**src/rtl/knight_rider_ctrl_pkg.sv**
```systemverilog
// Shared encodings for the Knight Rider LED sequencer: scan modes, scan direction, FSM states.
package knight_rider_ctrl_pkg;

    typedef enum logic [1:0] {
        MODE_BOUNCE = 2'd0,
        MODE_WRAP   = 2'd1,
        MODE_TAIL   = 2'd2
    } mode_e;

    typedef enum logic {
        DIR_LEFT  = 1'b0,
        DIR_RIGHT = 1'b1
    } dir_e;

    typedef enum logic {
        IDLE = 1'b0,
        RUN  = 1'b1
    } state_e;

    // The unused encoding 3 behaves as plain bounce.
    function automatic mode_e norm_mode(input logic [1:0] m);
        return (m == 2'd3) ? MODE_BOUNCE : mode_e'(m);
    endfunction

    function automatic logic [7:0] onehot8(input logic [2:0] p);
        return 8'd1 << p;
    endfunction

endpackage

```
**src/rtl/knight_rider_ctrl_reverse_bits.sv**
```systemverilog
// Mirror stage: purely combinational 8-bit reversal, bit i takes bit 7-i.
// Zero latency, no flow control.
module knight_rider_ctrl_reverse_bits (
    input  logic [7:0] i_dat,
    output logic [7:0] o_dat
);

    for (genvar g = 0; g < 8; g++) begin : g_rev
        assign o_dat[g] = i_dat[7-g];
    end

endmodule

```
**src/rtl/knight_rider_ctrl.sv**
```systemverilog
// Knight Rider bar sequencer: prescaled step ticks walk a position in bounce/wrap/tail modes.
// led_o trails a position update by one cycle; tick_o/end_o align with the new led_o value; no backpressure.
module knight_rider_ctrl
    import knight_rider_ctrl_pkg::*;
#(
    parameter int LED_W = 8,
    parameter int PRE_W = 27
) (
    input  logic             aclk,
    input  logic             aresetn,
    input  logic             en_i,
    input  logic [PRE_W-1:0] period_i,
    input  logic [1:0]       mode_i,
    input  logic             mirror_i,
    output logic [LED_W-1:0] led_o,
    output logic             tick_o,
    output logic             end_o
);

    state_e           r_state;
    logic [PRE_W-1:0] r_cnt;
    logic [2:0]       r_pos;
    logic [2:0]       r_prev;
    dir_e             r_dir;
    mode_e            r_mode;
    logic             r_step_q;
    logic             r_end_q;

    state_e           w_state_nxt;
    logic             w_step;
    logic             w_end;
    logic [2:0]       w_pos_nxt;
    dir_e             w_dir_nxt;
    mode_e            w_mode_nxt;
    logic             w_show;
    logic [7:0]       w_pattern;
    logic [7:0]       w_pattern_rev;
    logic [LED_W-1:0] w_pattern_m;

    always_ff @(posedge aclk or negedge aresetn) begin
        if (!aresetn) begin
            r_state <= IDLE;
        end else begin
            r_state <= w_state_nxt;
        end
    end

    always_comb begin
        w_state_nxt = r_state;
        w_step      = 1'b0;
        w_end       = 1'b0;
        w_pos_nxt   = r_pos;
        w_dir_nxt   = r_dir;
        w_mode_nxt  = norm_mode(mode_i);

        case (r_state)
            IDLE: begin
                if (en_i) w_state_nxt = RUN;
            end
            RUN: begin
                // >= so that lowering period_i below the running count steps at once
                w_step = (r_cnt >= period_i);
                if (!en_i) w_state_nxt = IDLE;
            end
            default: w_state_nxt = IDLE;
        endcase

        if (w_mode_nxt == MODE_WRAP) begin
            w_pos_nxt = r_pos + 3'd1;
            w_dir_nxt = DIR_LEFT;
            w_end     = (r_pos == 3'd7);
        end else if (r_dir == DIR_LEFT) begin
            if (r_pos == 3'd7) begin
                w_pos_nxt = 3'd6;
                w_dir_nxt = DIR_RIGHT;
                w_end     = 1'b1;
            end else begin
                w_pos_nxt = r_pos + 3'd1;
            end
        end else begin
            if (r_pos == 3'd0) begin
                w_pos_nxt = 3'd1;
                w_dir_nxt = DIR_LEFT;
                w_end     = 1'b1;
            end else begin
                w_pos_nxt = r_pos - 3'd1;
            end
        end
    end

    // The pattern follows the mode latched at the last step, mirror follows the live input.
    assign w_pattern = onehot8(r_pos) | ((r_mode == MODE_TAIL) ? onehot8(r_prev) : 8'h00);

    knight_rider_ctrl_reverse_bits u_mirror (
        .i_dat (w_pattern),
        .o_dat (w_pattern_rev)
    );

    assign w_pattern_m = mirror_i ? w_pattern_rev : w_pattern;
    assign w_show      = (r_state == RUN) || en_i;

    always_ff @(posedge aclk or negedge aresetn) begin
        if (!aresetn) begin
            r_cnt    <= '0;
            r_pos    <= 3'd0;
            r_prev   <= 3'd0;
            r_dir    <= DIR_LEFT;
            r_mode   <= MODE_BOUNCE;
            r_step_q <= 1'b0;
            r_end_q  <= 1'b0;
            led_o    <= '0;
            tick_o   <= 1'b0;
            end_o    <= 1'b0;
        end else begin
            if (r_state == RUN) begin
                r_cnt <= w_step ? '0 : r_cnt + 1'b1;
            end else begin
                r_cnt <= '0;
            end

            if (w_step) begin
                r_pos  <= w_pos_nxt;
                r_prev <= r_pos;
                r_dir  <= w_dir_nxt;
                r_mode <= w_mode_nxt;
            end

            r_step_q <= w_step;
            r_end_q  <= w_step & w_end;

            // Pulses are suppressed when the bar is blanked so a tick never marks a dark bar.
            led_o  <= w_show ? w_pattern_m : '0;
            tick_o <= w_show & r_step_q;
            end_o  <= w_show & r_end_q;
        end
    end

endmodule

```
**config.mk**
```make
export PLATFORM = sky130hd
export DESIGN_NAME = knight_rider_ctrl
export DESIGN_NICKNAME = d
export VERILOG_FILES = /design/src/rtl/knight_rider_ctrl_pkg.sv /design/src/rtl/knight_rider_ctrl_reverse_bits.sv /design/src/rtl/knight_rider_ctrl.sv
export SDC_FILE = /design/constraint.sdc
export NUM_CORES = 1
export LEC_CHECK = 0
export CORE_ASPECT_RATIO = 0.7
export CORE_UTILIZATION = 50
export CTS_CLUSTER_SIZE = 28
export DETAILED_ROUTE_END_ITERATION = 6
export GPL_ROUTABILITY_DRIVEN = 0
export HOLD_SLACK_MARGIN = 0.03
export PLACE_DENSITY = 0.77
export SLEW_MARGIN = 15
export SYNTH_ARGS = -nofsm -noshare
export SYNTH_HDL_FRONTEND = slang
export SYNTH_SLANG_ARGS = --single-unit
```
**constraint.sdc**
```tcl
create_clock -name aclk -period 1.95 [get_ports aclk]
set_input_delay 0.195 -clock aclk [delete_from_list [all_inputs] [get_ports aclk]]
set_output_delay 0.195 -clock aclk [all_outputs]
set_load 0.01 [all_outputs]
```
==> metrics.csv, run 1 <==
metric,value,unit
yosysTopAreaCell,dfrtp_1,
finalNonFillerCells,499,
critPathMaxFanout,20,
reg2reg_to,r_cnt[10]$_DFF_PN0_,
sw_frac_of_total,26.7,%
worstPathCellList,"ha_4, nand4_1, a211oi_2, a2111oi_4, buf_4, o41a_1, nand2_2, buf_12, nor2_1",
synth_compound_area_share,12.2,%
grt_pass1_vias,2800,
worst_slack,-0.315,ns
preCtsSetupSlack,-0.635,ns
grt_max_degree,26,
slew_headroom,57.5,%
hp-start,en_i,
die-area,6640,um2
synth.area.top_cells,"dfrtp_1 39%, ha_1 15%, nor2_1 4.5%, xor2_1 4.4%, inv_1 4.4%",
layout_commonest_cell,dfrtp_1,
r2r_start,r_cnt[9]$_DFF_PN0_,
fin_area,4410,um2
ios,43,
maxCapViolations,0,
numCtsBuffers,5,
grt.overflow.total,0,
synth.cell_area,3160,um2
rsz0062_at_grt,yes,
clock_power_share,33.0,%
seqPwrFrac,52.8,%
ys.warnings.count,0,
drt_pass1_iterations,4,
cts_tree,built,
post_dp_cell_area,4020,um2
setup_violations,37,
cts_buffer_depth,2,
grt_first_pass_wirelength,13200,um
worstSetupStartpointType,flop,
syn_avg_cell_area,9.60,um2
ir_worst_vdd,0.342,mV
worstPathArrival,2.48,ns
clkTransAtPathRegs,0.10,ns
grt_usage,25.9,%
die_w,97.0,um
leakage,2.06,nW
slowest_delay,0.45,ns
nNetsFinal,494,
routed_wl,7860,um
synth_edf_count,0,
most-common-layout-cells,"49 x dfrtp_1, 45 x buf_4, 41 x clkdlybuf4s50_1",
pwr-share-comb,14.2,%
hold_path_depth,1,
drive_gt1_share,24.1,%
ant_nets,0,
max_freq,441,MHz
diodes,0,
grt_use_met1,32.9,%
synth_seq_cells,49,
yosys-mux-area-fraction,2.73,%
synthXorXnorAreaFrac,6.93,%
synthAdderAreaFrac,15.1,%
dpl.cell_count,484,
fin_skew,0.00754,ns
use_met3,4.94,%
ys.flop_type,dfrtp_1,
htree_levels,2,
worstSetupStartpoint,r_cnt[9]$_DFF_PN0_,
end_kind,flop,
min_period_over_period,116,%
powerDensity,446,nW/um2
hold_end,r_state$_DFF_PN0_,
drt_iter0_markers,145,
avgRoutedWirePerCell,15.7,um
ys_seq_area_share,38.8,%
switchingPower,0.525,mW
viasPerCell,5.52,
synth-simple-area-share,18.8,%
yosysTopAreaCellShare,38.8,%
cts-root-buf,clkbuf_8,
internal-power,1.44,mW
grtUsageMet2,46.6,%
antenna_found_initial,0,
via_count,2753,
fp.dieH,68.5,um
syn-instance-count,329,
syn-num-nets,400,
hpwl,5690,um
core,5900,um2
drv_slew,0,
hold_viol_final,0,
r2r_cells,9,
rows,23,
async_flop_share,100,%
worstSkewPairLatency,0.32,ns
violations,setup timing,
required,2.16,ns
area_growth,39.6,%
worstMarginPinSlew,0.635,ns
hold_path.class,input port to flop,
clock_sink_count,49,
drc,0,
synthDistinctLibCells,48,
path_class,flop to flop,
outcome,finished with violations,
synth_top_family_by_area,simple AND/OR/NAND/NOR gates,
grt_busiest_layer,met2,
final_util,74.7,%
critPathSlowestCell,dfrtp_1,
fin_crit,2.27,ns
port-buffer-count,42,
rrSetupSlack,-0.32,ns
initial_core_util,53.5,%
## registers in the layout (all words and copies together), names as in the netlist
| signal | count |
|---|---|
| r_cnt | 27 |
| led_o | 8 |
| r_pos | 3 |
| r_prev | 3 |
| r_mode | 2 |
| end_o | 1 |
| r_dir | 1 |
| r_end_q | 1 |
| r_state | 1 |
| r_step_q | 1 |
| tick_o | 1 |
## cells by family after synthesis
| group | after synthesis |
|---|---|
| mux | 7 |
| buf+inv | 44 |
| simple gates | 117 |
| fa+ha+maj | 38 |
| compound gates | 49 |
| flops | 49 |
| xor+xnor | 25 |
## cell usage after synthesis, types with 2 or more instances
cell	instances
dfrtp_1	49
ha_1	38
nor2_1	38
inv_1	37
nand2_1	19
xor2_1	16
nand3_1	12
a21oi_1	11
nand4_1	10
a211oi_1	9
and3_1	9
xnor2_1	9
and4_1	5
o21ai_0	5
a311oi_1	4
nand3b_1	4
nor2b_1	4
nor3_1	4
clkbuf_1	3
mux2_4	3
mux2i_1	3
nand2b_1	3
nor3b_1	3
o211ai_1	3
a21o_1	2
a31oi_1	2
and2_1	2
buf_2	2
## worst max path at each step
stage,endpoint,slack [ns]
2_1_floorplan,r_mode[1]$_DFFE_PN0P_,-0.17
3_3_place_gp,r_prev[0]$_DFFE_PN0P_,-0.58
3_5_place_dp,r_mode[1]$_DFFE_PN0P_,-0.64
4_1_cts,r_cnt[23]$_DFF_PN0_,-0.26
5_1_grt,r_prev[0]$_DFFE_PN0P_,-0.39
6_report,r_cnt[10]$_DFF_PN0_,-0.32
## metrics by stage
stage          setup TNS, ns  hold slack [ns]  power, mW
2_1_floorplan         -0.634           -0.101       1.15
3_3_place_gp          -19.10            0.221       1.29
3_5_place_dp          -20.91            0.229       1.30
4_1_cts                -8.19            0.360       1.97
5_1_grt               -13.07            0.350       2.05
6_report              -10.15            0.360       1.97
## power groups by stage
stage / sequential, mW / clock [mW] / combinational, mW
4_1_cts: 1.04 / 0.661 / 0.269
6_report: 1.04 / 0.649 / 0.278
3_5_place_dp: 1.06 / 0 / 0.246
5_1_grt: 1.04 / 0.706 / 0.308
3_3_place_gp: 1.06 / 0 / 0.236
2_1_floorplan: 1.06 / 0 / 0.0898
## cell type report
cell class,count,area [um2]
clock buffer,5,68.8
clock inverter,3,25.0
fill,412,1490
inverter,38,145
multi-input combinational,236,2010
sequential,49,1230
tap,75,93.8
timing repair buffer,93,837
## layer usage
| metal | up-vias | routed length [um] |
|---|---|---|
| met1 | 1365 | 3620 |
| met4 | 0 | 97 |
| met3 | 9 | 271 |
| li1 | 1332 | - |
| met2 | 47 | 3870 |
| met5 | - | 0 |
## critical path: cells and delay by family (launching register included)
| family | cells | cell delay, ns |
|---|---|---|
| simple gates | 3 | 0.32 |
| compound gates | 3 | 0.79 |
| flops | 1 | 0.45 |
| fa+ha+maj | 1 | 0.30 |
| buf+inv | 2 | 0.31 |
## what timing repair did
item | 4_1_cts | 5_1_grt
setup endpoints to repair | 38 | 38
gates resized for setup | 24 | 13
buffers inserted | 8 | 2
pin swaps | 10 | 7
hold endpoints to repair | 24 | 0
hold buffers | 1 | 0
Note: power is estimated with default switching activity, not from simulation.
==> run 2: changes to the inputs <==
--- a/config.mk
+++ b/config.mk
@@ -5,6 +5,7 @@
 export SDC_FILE = /design/constraint.sdc
 export NUM_CORES = 1
 export LEC_CHECK = 0
+export CAP_MARGIN = 5
 export CORE_ASPECT_RATIO = 0.7
 export CORE_UTILIZATION = 50
 export CTS_CLUSTER_SIZE = 28
==> results of run 2 <==
Final layout, timing and power as in run 1 (identical DEF).
==> run 3: changes to the inputs <==
--- a/config.mk
+++ b/config.mk
@@ -10,9 +10,10 @@
 export CORE_UTILIZATION = 50
 export CTS_CLUSTER_SIZE = 28
 export DETAILED_ROUTE_END_ITERATION = 6
-export GPL_ROUTABILITY_DRIVEN = 0
+export GPL_TIMING_DRIVEN = 0
 export HOLD_SLACK_MARGIN = 0.03
 export PLACE_DENSITY = 0.77
+export REMOVE_ABC_BUFFERS = 1
 export SLEW_MARGIN = 15
 export SYNTH_ARGS = -nofsm -noshare
 export SYNTH_HDL_FRONTEND = slang
==> run 3 against run 2 <==
The run still ends with setup timing left. Clock power is 18% higher. Critical path type unchanged. Total power is 5.7% higher. Via count is 2.2% lower. Clock-buffer cell count is 1 higher. Cell area hardly changed. Critical path depth is 2 lower. Routed wire length is 4.8% higher. Die area stayed put.
==> metrics.csv, run 3 (synthesis results as in run 1) <==
metric,value,unit,change
drt_pass1_iterations,4,,unchanged
hold_path.class,input port to flop,,unchanged
die-area,6640,um2,unchanged
fp.dieH,68.5,um,unchanged
routed_wl,8230,um,was 7860 um
finalPower,2.08,mW,was 1.97 mW
required,2.14,ns,was 2.16 ns
grt_max_degree,32,,was 26
ir_worst_vdd,0.275,mV,was 0.342 mV
critPathMaxFanout,7,,was 20
slowest_delay,0.42,ns,was 0.45 ns
finalNonFillerCells,486,,was 499
worst_slack,-0.343,ns,was -0.315 ns
fin_skew,0.00758,ns,was 0.00754 ns
violations,setup timing,,unchanged
clkTransAtPathRegs,0.09,ns,was 0.10 ns
max_freq,436,MHz,was 441 MHz
end_kind,flop,,unchanged
fin_hold_ws,0.372,ns,was 0.360 ns
worstMarginPinSlew,0.672,ns,was 0.635 ns
core,5900,um2,unchanged
critPathSlowestCell,nor4_4,,was dfrtp_1
grt_first_pass_wirelength,11800,um,was 13200 um
hpwl,5120,um,was 5690 um
grt.overflow.total,0,,unchanged
path_class,flop to flop,,unchanged
drt_iter0_markers,159,,was 145
drv_slew,0,,unchanged
drc,0,,unchanged
htree_levels,2,,unchanged
layout_commonest_cell,dfrtp_1,,unchanged
cts_tree,built,,unchanged
clock_sink_count,49,,unchanged
ios,43,,unchanged
top_register,r_cnt,,unchanged
slew_headroom,55.1,%,was 57.5%
most-common-layout-cells,"46 x dfrtp_1, 41 x clkdlybuf4s50_1, 37 x inv_1",,"was 49 x dfrtp_1, 45 x buf_4, 41 x clkdlybuf4s50_1"
gp_congestion,0.834,,
worstPathArrival,2.48,ns,about the same
avgRoutedWirePerCell,16.9,um,was 15.7 um
worstSkewPairLatency,0.30,ns,was 0.32 ns
worstPathCellList,"ha_1, nand4_1, nor4_4, nor2b_4, o21ai_4, inv_4, mux2_4",,"was ha_4, nand4_1, a211oi_2, a2111oi_4, buf_4, o41a_1, nand2_2, buf_12, nor2_1"
setup_violations,38,,was 37
via_count,2693,,was 2753
grt_usage,23.0,%,was 25.9%
leakage,2.01,nW,was 2.06 nW
diodes,0,,unchanged
fin_tns_setup,-10.20,ns,was -10.15 ns
fillerInstances,390,,was 412
rows,23,,unchanged
antenna_found_initial,0,,unchanged
die_w,97.0,um,unchanged
cts-root-buf,clkbuf_8,,unchanged
maxCapViolations,0,,unchanged
numCtsBuffers,5,,unchanged
rsz0062_at_grt,yes,,unchanged
outcome,finished with violations,,unchanged
cts_buffer_depth,2,,unchanged
port-buffer-count,42,,unchanged
dpl.cell_count,441,,was 484
reg.largest.list,"r_cnt x27, led_o x8",,unchanged
largest_reg_flops,27,,unchanged
fin_crit,2.29,ns,was 2.27 ns
area_growth,39.7,%,was 39.6%
min_period_over_period,118,%,was 116%
hold_viol_final,0,,unchanged
nNetsFinal,481,,was 494
ant_nets,0,,unchanged
powerDensity,471,nW/um2,was 446 nW/um2
worstSetupStartpointType,flop,,unchanged
initial_core_util,53.5,%,unchanged
viasPerCell,5.54,,was 5.52
grt_pass1_vias,2500,,was 2800
drive_gt1_share,24.6,%,was 24.1%
[run 3: changes by cell type in the layout (fill, tap and decap cells not counted), sizes merged]
cell / delta
buf: -16
bufinv: +1
clkbuf: +1
inv: -2
nand2: +3
[run 3: path summary, 6_finish.rpt]
kind,from,end,slack (ns),depth (start not counted)
max in group asynchronous,aresetn,r_cnt[4]$_DFF_PN0_,1.02,3
min in group asynchronous,aresetn,led_o[5]$_DFF_PN0_,0.38,2
setup reg to reg,r_cnt[13]$_DFF_PN0_,r_mode[1]$_DFFE_PN0P_,-0.34,7
setup / recovery,r_cnt[13]$_DFF_PN0_,r_mode[1]$_DFFE_PN0P_,-0.34,7
hold / removal,en_i,r_state$_DFF_PN0_,0.37,1
hold reg to reg,r_end_q$_DFF_PN0_,end_o$_DFF_PN0_,0.48,1
[run 3: final cells by class]
| class | instances | area [um2] | share of cell area, % |
|---|---|---|---|
| inverter | 38 | 145 | 3.29 |
| tap | 75 | 93.8 | 2.13 |
| clock buffer | 6 | 82.6 | 1.87 |
| sequential | 49 | 1230 | 27.9 |
| clock inverter | 2 | 37.5 | 0.851 |
| timing repair buffer | 77 | 697 | 15.8 |
| multi-input combinational | 239 | 2120 | 48.2 |
[run 3: timing repair]
action | CTS | global route
endpoints found under the hold margin | 18 | 0
endpoints found under the setup margin | 38 | 38
hold buffers | 1 | 0
cloned | 2 | 1
setup buffers | 20 | 14
gates resized for setup | 21 | 34
pin swaps | 24 | 16
[run 3: where the power goes]
part	total, mW	leakage, nW	switching [mW]	internal, mW
logic	0.269	1.31	0.130	0.139
registers	1.04	0.646	0.0104	1.03
clock network	0.769	0.0574	0.351	0.417
[run 3: metal layers]
metal | wire length (um) | vias up | GRT usage (%)
met3 | 483 | 8 | 6.35
met4 | 66 | 0 | 3.36
met5 | 0 | - | 0
met1 | 3830 | 1282 | 31.5
li1 | - | 1308 | -
met2 | 3850 | 95 | 37.8
[run 3: critical path: cells and delay by family (launching register included)]
| family | cells | cell delay [ns] |
|---|---|---|
| simple gates | 3 | 0.92 |
| flops | 1 | 0.41 |
| mux | 1 | 0.31 |
| fa+ha+maj | 1 | 0.30 |
| buf+inv | 1 | 0.13 |
| compound gates | 1 | 0.10 |
[run 3: stage by stage]
step / cell area [um2] / utilization (%) / setup slack [ns]
6_report: 4410 / 74.8 / -0.343
5_1_grt: 4410 / 74.8 / -0.407
4_1_cts: 4080 / 69.2 / -0.255
3_5_place_dp: 3660 / 62.1 / -0.759
3_3_place_gp: 3650 / 61.8 / -0.717
2_1_floorplan: 3130 / - / -0.171
